$ cat config.mk
export PLATFORM = sky130hd
export DESIGN_NAME = des_final_perm_tx
export DESIGN_NICKNAME = d
export VERILOG_FILES = /design/src/rtl/des_final_perm_tx.sv
export SDC_FILE = /design/constraint.sdc
export NUM_CORES = 1
export LEC_CHECK = 0
export CORE_UTILIZATION = 40
export DETAILED_ROUTE_END_ITERATION = 12
export PLACE_DENSITY = 0.66
export SLEW_MARGIN = 20
export SYNTH_ARGS = -nofsm -noshare
export SYNTH_HDL_FRONTEND = slang
export SYNTH_SLANG_ARGS = --single-unit
$ cat constraint.sdc
create_clock -name clk -period 2 [get_ports clk]
set_input_delay 0.4 -clock clk [delete_from_list [all_inputs] [get_ports clk]]
set_output_delay 0.4 -clock clk [all_outputs]
set_load 0.005 [all_outputs]
$ cat src/rtl/des_final_perm_tx.sv
// DES output stage: final permutation IP^-1 on the pre-output block, then MSB-first OUT_W-bit beats.
// Optional odd-parity beat flag out_par when DES_TX_PARITY_EN is defined.
module des_final_perm_tx #(
    parameter int unsigned OUT_W = 8
) (
    input  logic             clk,
    input  logic             rst_n,
    input  logic             in_valid,
    output logic             in_ready,
    input  logic [63:0]      preout,
    output logic             out_valid,
    input  logic             out_ready,
    output logic [OUT_W-1:0] out_data,
    output logic             out_last,
`ifdef DES_TX_PARITY_EN
    output logic             out_par,
`endif
    output logic             busy
);

    localparam int unsigned BEATS = 64 / OUT_W;
    localparam int unsigned CNT_W = (BEATS > 1) ? $clog2(BEATS) : 1;

    typedef enum logic {IDLE, SEND} state_t;

    state_t           state, state_d;
    logic [63:0]      sreg, sreg_d;
    logic [CNT_W-1:0] cnt, cnt_d;
    logic             last_beat;
    logic [63:0]      fp_block;

    // DES bit n (1 = leftmost) lives at vector index 64-n.
    function automatic logic [63:0] fp(input logic [63:0] d);
        logic [63:0] r;
        int unsigned src;
        r = '0;
        for (int unsigned row = 1; row <= 8; row++) begin
            for (int unsigned col = 1; col <= 8; col++) begin
                src = ((col % 2 == 1) ? (36 + 4 * col) : (4 * col)) + 1 - row;
                r[64 - (8 * (row - 1) + col)] = d[64 - src];
            end
        end
        return r;
    endfunction

    assign fp_block  = fp(preout);
    assign last_beat = (cnt == CNT_W'(BEATS - 1));

    always_ff @(posedge clk or negedge rst_n) begin
        if (!rst_n) begin
            state <= IDLE;
            sreg  <= '0;
            cnt   <= '0;
        end else begin
            state <= state_d;
            sreg  <= sreg_d;
            cnt   <= cnt_d;
        end
    end

    always_comb begin
        state_d   = state;
        sreg_d    = sreg;
        cnt_d     = cnt;
        in_ready  = 1'b0;
        out_valid = 1'b0;
        out_last  = 1'b0;
        busy      = 1'b0;
        out_data  = sreg[63 -: OUT_W];
        case (state)
            IDLE: begin
                in_ready = 1'b1;
                if (in_valid) begin
                    sreg_d  = fp_block;
                    cnt_d   = '0;
                    state_d = SEND;
                end
            end
            SEND: begin
                out_valid = 1'b1;
                busy      = 1'b1;
                out_last  = last_beat;
                if (out_ready) begin
                    if (last_beat) begin
                        // Last beat frees the register, so a waiting block loads with no bubble.
                        in_ready = 1'b1;
                        cnt_d    = '0;
                        if (in_valid) begin
                            sreg_d = fp_block;
                        end else begin
                            sreg_d  = '0;
                            state_d = IDLE;
                        end
                    end else begin
                        sreg_d = sreg << OUT_W;
                        cnt_d  = cnt + CNT_W'(1);
                    end
                end
            end
            default: state_d = IDLE;
        endcase
    end

`ifdef DES_TX_PARITY_EN
    // Derived from registered sreg, so it tracks out_data and holds under backpressure.
    assign out_par = out_valid & ~(^out_data);
`endif

endmodule

-- Word level (Yosys, flattened, before mapping)
Cells that the tools add are included.
W data, S select, Z words.
- word-level logic and storage cells: 27
- input port bits: 68
- output and inout port bits: 12
- flip-flop bits (word level): 68
- eq/ne operators: 3
- bitwise operators: 1
- add/subtract/negate cells: 1
- reduce and logical (&&, ||, !) cells: 1
- muxes and demuxes: 18
- operators with widths (operator ; count):
    $mux W64 ; 4
    $pmux W64 S2 ; 1
    $mux W3 ; 3
    $mux W1 ; 7
    $pmux W3 S2 ; 1
    $ne A2 B2 Y1 const B ; 2
    $pmux W1 S2 ; 2
    $add A3 B1 Y3 const B ; 1
    $eq A3 B3 Y1 const B ; 1
    $reduce_and A2 Y1 ; 1
    $not A1 Y1 ; 1

-- Depth between registers and ports, before layout
Gate-level depths: netlist of the first run.
- depth after elaboration: 4
- depth in mapped cells: 7
- depth with buffers taken out: 5

-- Least setup slack after synthesis of the first run
No wires, ideal clock.
- kind: flip-flop to flip-flop
- start: register cnt[0]
- end: register sreg[10]
- arrival: 1.619 ns
- path buffers: 2
- cell stages (with the launch flop): 8
- clock period less this slack: 1.743 ns
- setup time: 0.124 ns
- slack: 0.257 ns
- data required time: 1.876 ns
- cell sequence: dfrtp_1 > ha_1 > ha_1 > a21bo_1 > buf_6 > buf_6 > a221oi_2 > nor2_1
- word-level cells in the longest chain between the ends: 4
- ends and longest elaborated chain (element ; RTL line ; text):
    from (decl) ; 28 ; logic [CNT_W-1:0] cnt, cnt_d;
    from (signal assigned) ; 57 ; cnt <= cnt_d;
    $eq A3 B3 Y1 ; 47 ; assign last_beat = (cnt == CNT_W'(BEATS - 1));
    $mux W64 ; 84 ; if (last_beat) begin
    $mux W64 ; 83 ; if (out_ready) begin
    $pmux W64 S2 ; 70 ; case (state)
    to (signal assigned) ; 56 ; sreg <= sreg_d;
    to (decl) ; 27 ; logic [63:0] sreg, sreg_d;
Every way passes these cells. The select of a mux whose other input is x is not followed.
A chain may end at the register's enable or synchronous reset.

-- Worst setup path after layout of the first run
- start: register cnt[1]
- end: output port out_last
- word-level cells in the longest chain between the ends: 2
- ends and longest elaborated chain (element ; RTL line ; text):
    $eq A3 B3 Y1 ; 47 ;
    $mux W1 ; 70 ;
    to (decl) ; 14 ; output logic out_last,
Every way passes these cells.

==> flow_metrics.tcl, run 1 <==
set metrics [dict create \
    wl_per_cell_microns 16.3 \
    clockBufferDepth 2 \
    cts_num_sinks 68 \
    gp_congestion 0.720 \
    dr_total_vias 2547 \
    synth_cells 301 \
    place_ws_ns -0.0562 \
    layout_common_cells "nor2_1 (114), clkdlybuf4s50_1 (76), dfrtp_1 (67)" \
    slew_headroom_pct 50.8 \
    nNetsFinal 439 \
    synth_fp_nets 372 \
    core_sq_um 8340 \
    diodes 0 \
    hold_class "input pin to async pin" \
    first_pass_iters 4 \
    h-tree-depth 3 \
    viasPerCell 5.33 \
    final_common_cell "nor2_1" \
    drive_gt1_share_pct 24.4 \
    cts_buffers 9 \
    seq_area_frac_synth_pct 48.7 \
    syn2layout_area_growth_pct 28.9 \
    critPathLaunchType "register" \
    ir_drop_v 0.000486 \
    whs_ns 0.0265 \
    drcViolationCount 0 \
    clk_pin_slew_ns 0.07 \
    dp_hpwl_mm 4.89 \
    grt_pass1_wl_mm 12.7 \
    grt_max_degree 57 \
    arrival_ns 1.51 \
    ys_seq_elements 68 \
    p_leak_nw 1.81 \
    drtIter0Drc 68 \
    ios 80 \
    drv_slew 0 \
    crit_type "register to primary output" \
    synth_cell_types 21 \
    grt_usage_pct 18.5 \
    start_util_pct 41.9 \
    power_density_nw_per_um2 1270 \
    synth_flop_cell "dfrtp_1" \
    fin_tns_setup_ns 0 \
    min_period_over_period_pct 95.5 \
    overflow 0 \
    die_width_microns 95.4 \
    syn_avg_cell_area_sq_um 11.6 \
    worstMarginPinSlew_ns 0.737 \
    setup_slack_ns 0.0904 \
    end_kind "primary output" \
    status "completed" \
    root_buffer "clkbuf_8" \
    ys_async_sr_fraction_pct 100 \
    dpl_cell_area_sq_um 4270 \
    cts_tree "yes" \
    wl_mm 7.81 \
    synth_edf_count 0 \
    rsz0062_at_grt "false" \
    grt_pass1_vias 2523 \
    fin_skew_ns 0.00935 \
    rows 33 \
    finalInstanceArea_sq_um 4500 \
    clkLatencyLatePin_ns 0.35 \
    timing.fmax_mhz 524 \
    worst-path-max-fanout 3 \
    port_buffers 79 \
    drv_cap 0 \
    cts_hold_buffers 0 \
    hold_viol 0 \
    reg2reg_depth 7 \
    die-area_sq_um 9100 \
    min_period_ns 1.91 \
    crit_required_ns 1.60 \
    setup_viol 0 \
    die_h_microns 95.4 \
    syn_area_sq_um 3490 \
    yosys_warnings 0 \
    antenna_found_initial 0 \
    antenna_left 0 \
]
[sequential cells by signal, indices dropped and copies added (netlist names)]
name,count
state,1
sreg,64
cnt,3
[per-layer routing]
| layer | up-vias | global-route usage (%) | share of wire (%) |
|---|---|---|---|
| li1 | 1211 | - | - |
| met1 | 1260 | 25.2 | 47 |
| met2 | 70 | 27.5 | 45 |
| met3 | 6 | 5.66 | 6.3 |
| met4 | 0 | 6.84 | 1.0 |
| met5 | - | 0 | 0 |
[cell type report]
| type | count | area [sq um] |
|---|---|---|
| clock buffers | 9 | 124 |
| clock inverters | 7 | 67.6 |
| fillers | 756 | 3840 |
| multi-input cells | 197 | 1520 |
| flip-flops and latches | 68 | 1700 |
| well taps | 105 | 131 |
| repair buffers | 92 | 958 |
[cells in the mapped netlist (2+ instances only)]
| cell | instances | share of area, % |
|---|---|---|
| a221oi_1 | 6 | 1.5 |
| a221oi_2 | 50 | 22 |
| a22o_1 | 11 | 2.8 |
| buf_2 | 5 | 0.72 |
| buf_4 | 17 | 3.7 |
| buf_6 | 12 | 3.9 |
| dfrtp_1 | 68 | 49 |
| ha_1 | 3 | 1.1 |
| mux2_2 | 3 | 0.97 |
| nand2_1 | 2 | 0.22 |
| nor2_1 | 114 | 12 |
[path summary, 6_finish.rpt]
path	to	from	slack, ns
max in group asynchronous	sreg[11]	rst_n	1.34
setup reg to reg	sreg[20]	cnt[1]	0.14
setup / recovery	out_last	cnt[1]	0.09
hold / removal	sreg[63]	rst_n	0.03
hold reg to reg	sreg[63]	sreg[63]	0.50
min in group clk	sreg[63]	sreg[63]	0.50
[cells by family after synthesis]
family	after synthesis	share of synthesized area (%)
muxes	5	2.04
buffers and inverters	36	8.46
DFF	68	48.7
adders and majority gates	3	1.08
AOI/OAI and AO/OA	69	26.3
and+or+nand+nor	120	13.4
[critical path: stages, from the launching register on]
cell and delay (ns):
dfrtp_1 0.39, ha_2 0.21, ha_4 0.16, and2_1 0.14
dlygate4sd2_1 0.26
[power breakdown]
part           internal (W)  total (W)  switching [W]
sequential          0.00195    0.00236       0.000411
combinational       0.00117    0.00225        0.00108
clock              0.000568    0.00110       0.000530
total               0.00368    0.00571        0.00202
[through the flow]
stage | utilization, % | total power, W | instances
3_3_place_gp | 51.2 | 0.00451 | 459
5_1_grt | 53.9 | 0.00610 | 478
3_5_place_dp | 51.2 | 0.00459 | 459
2_1_floorplan | - | 0.00400 | 301
6_report | 53.9 | 0.00571 | 478
4_1_cts | 53.9 | 0.00575 | 478
[what timing repair did]
item | in CTS | in global routing
endpoints found under the hold margin | 0 | 0
endpoints found under the setup margin | 3 | 0
resized for setup | 6 | 0
setup buffers | 3 | 0
No activity file was read; power rests on OpenSTA's default activity.
==> inputs of run 2 (changes only) <==
Settings changed: CORE_ASPECT_RATIO set to 0.7, CORE_MARGIN set to 10.
==> run 2 against run 1 <==
  * Die area is 42% higher
  * Non-clock buffer count is 1 higher
  * Sequential power hardly changed
  * Via count is 0.27% lower
  * First-iteration DRC count is 110% higher
  * Register-to-register slack better by 0.09 ns
  * Clock-buffer cell count is 3 higher
  * Flip-flop and latch count stayed put
  * Cell area is 3.0% higher
  * Setup slack better by 0.011 ns
  * Total power is 8.8% higher
  * Critical path type unchanged
==> flow_metrics.tcl, run 2 (synthesis gave the netlist of run 1 again) <==
set metrics [dict create \
    rows 28 \
    grt_pass1_vias 2708 \
    path_cells "ha_4, ha_4, and2_1, dlygate4sd2_1" \
    ir_drop_v 0.000466 \
    die_width_microns 132 \
    diodes 0 \
    critPathBufInv 1 \
    drv_cap 0 \
    fin_skew_ns 0.00439 \
    end_kind "primary output" \
    largest-register "sreg" \
    port_buffers 79 \
    max_stage_delay_ns 0.41 \
    nNetsFinal 440 \
    drtIter0Drc 140 \
    root_buffer "clkbuf_16" \
    wl_mm 8.64 \
    setup_viol 0 \
    clk_pin_slew_ns 0.05 \
    hold_class "input pin to async pin" \
    wl_per_cell_microns 17.6 \
    start_util_pct 41.2 \
    timing.fmax_mhz 527 \
    ios 80 \
    final_common_cell "nor2_1" \
    drive_gt1_share_pct 23.7 \
    min_period_ns 1.90 \
    arrival_ns 1.50 \
    crit_type "register to primary output" \
    rsz0062_at_grt "false" \
    fin_tns_setup_ns 0 \
    largest_reg_flops 64 \
    core_sq_um 8480 \
    gp_congestion 0.797 \
    clkLatencyLatePin_ns 0.32 \
    hold_viol 0 \
    p_leak_nw 1.87 \
    top_regs "sreg (64), cnt (3), state (1)" \
    critPathLaunchType "register" \
    cp_common_cell "ha_4" \
    first_pass_iters 4 \
    grt_usage_pct 13.4 \
    cts_num_sinks 68 \
    die_h_microns 98.2 \
    slowest_stage "dfrtp_1" \
    whs_ns 0.0374 \
    cts_tree "yes" \
    h-tree-depth 3 \
    crit_required_ns 1.60 \
    overflow 0 \
    layout_common_cells "nor2_1 (114), clkdlybuf4s50_1 (76), dfrtp_1 (68)" \
    die-area_sq_um 12900 \
    status "completed" \
    slew_headroom_pct 57.6 \
    dr_total_vias 2540 \
    clockBufferDepth 2 \
    dp_hpwl_mm 5.89 \
    cp_top_family "flip-flops" \
    syn2layout_area_growth_pct 32.8 \
    power_density_nw_per_um2 1340 \
    min_period_over_period_pct 94.9 \
    drcViolationCount 0 \
    cts_buffers 9 \
    antenna_left 0 \
    grt_pass1_wl_mm 14.3 \
    drv_slew 0 \
    grt_max_degree 57 \
    viasPerCell 5.16 \
    worstMarginPinSlew_ns 0.635 \
    antenna_found_initial 0 \
    worst-path-max-fanout 4 \
]
[run 2: cell count changes in the layout (fill, tap and decap cells not counted), sizes merged]
cell	change
buf	+1
clkbuf	+3
clkinv	-2
clkinvlp	-3
[run 2: layout make-up]
class / count / area [sq um]
multi-input cells: 197 / 1530
repair buffers: 93 / 966
clock buffers: 12 / 256
flip-flops and latches: 68 / 1700
fillers: 753 / 3840
well taps: 120 / 150
clock inverters: 2 / 35.0
[run 2: what timing repair did]
action                                  4_1_cts  5_1_grt
buffers inserted                              2        0
hold buffers                                  0        0
endpoints found under the setup margin        2        0
resized for setup                             6        0
[run 2: per-layer routing]
layer  up-vias  part of all wire [%]  GRT usage [%]
met5         -                     0              0
met4         0                  0.69           2.30
met3         8                   3.7           5.07
met2        56                    44           20.6
met1      1258                    51           17.9
li1       1218                     -              -
[run 2: final timing paths]
kind,startpoint,to,slack [ns],depth (start not counted)
worst max-delay path,cnt[0],out_last,0.10,4
worst min-delay path,rst_n,sreg[58],0.04,1
worst max register to register,cnt[0],sreg[12],0.23,6
worst min register to register,sreg[61],sreg[61],0.49,2
max in group asynchronous,rst_n,sreg[7],1.40,2
min in group clk,sreg[61],sreg[61],0.49,2
[run 2: stage by stage]
stage | setup WS [ns] | total power (W) | util (%) | area [sq um] | std cells
4_1_cts | 0.0937 | 0.00625 | 54.7 | 4630 | 492
3_3_place_gp | 0.0671 | 0.00453 | 50.8 | 4310 | 476
2_1_floorplan | 0.257 | 0.00400 | - | 3490 | 301
5_1_grt | 0.0501 | 0.00665 | 54.7 | 4630 | 492
3_5_place_dp | 0.0117 | 0.00461 | 50.8 | 4310 | 476
6_report | 0.102 | 0.00621 | 54.7 | 4630 | 492
[run 2: where the power goes]
group	leakage (nW)	switching [W]	internal, W
clock network	0.145	0.000543	0.00102
registers	0.783	0.000424	0.00195
logic	0.945	0.00110	0.00118
total	1.87	0.00206	0.00415
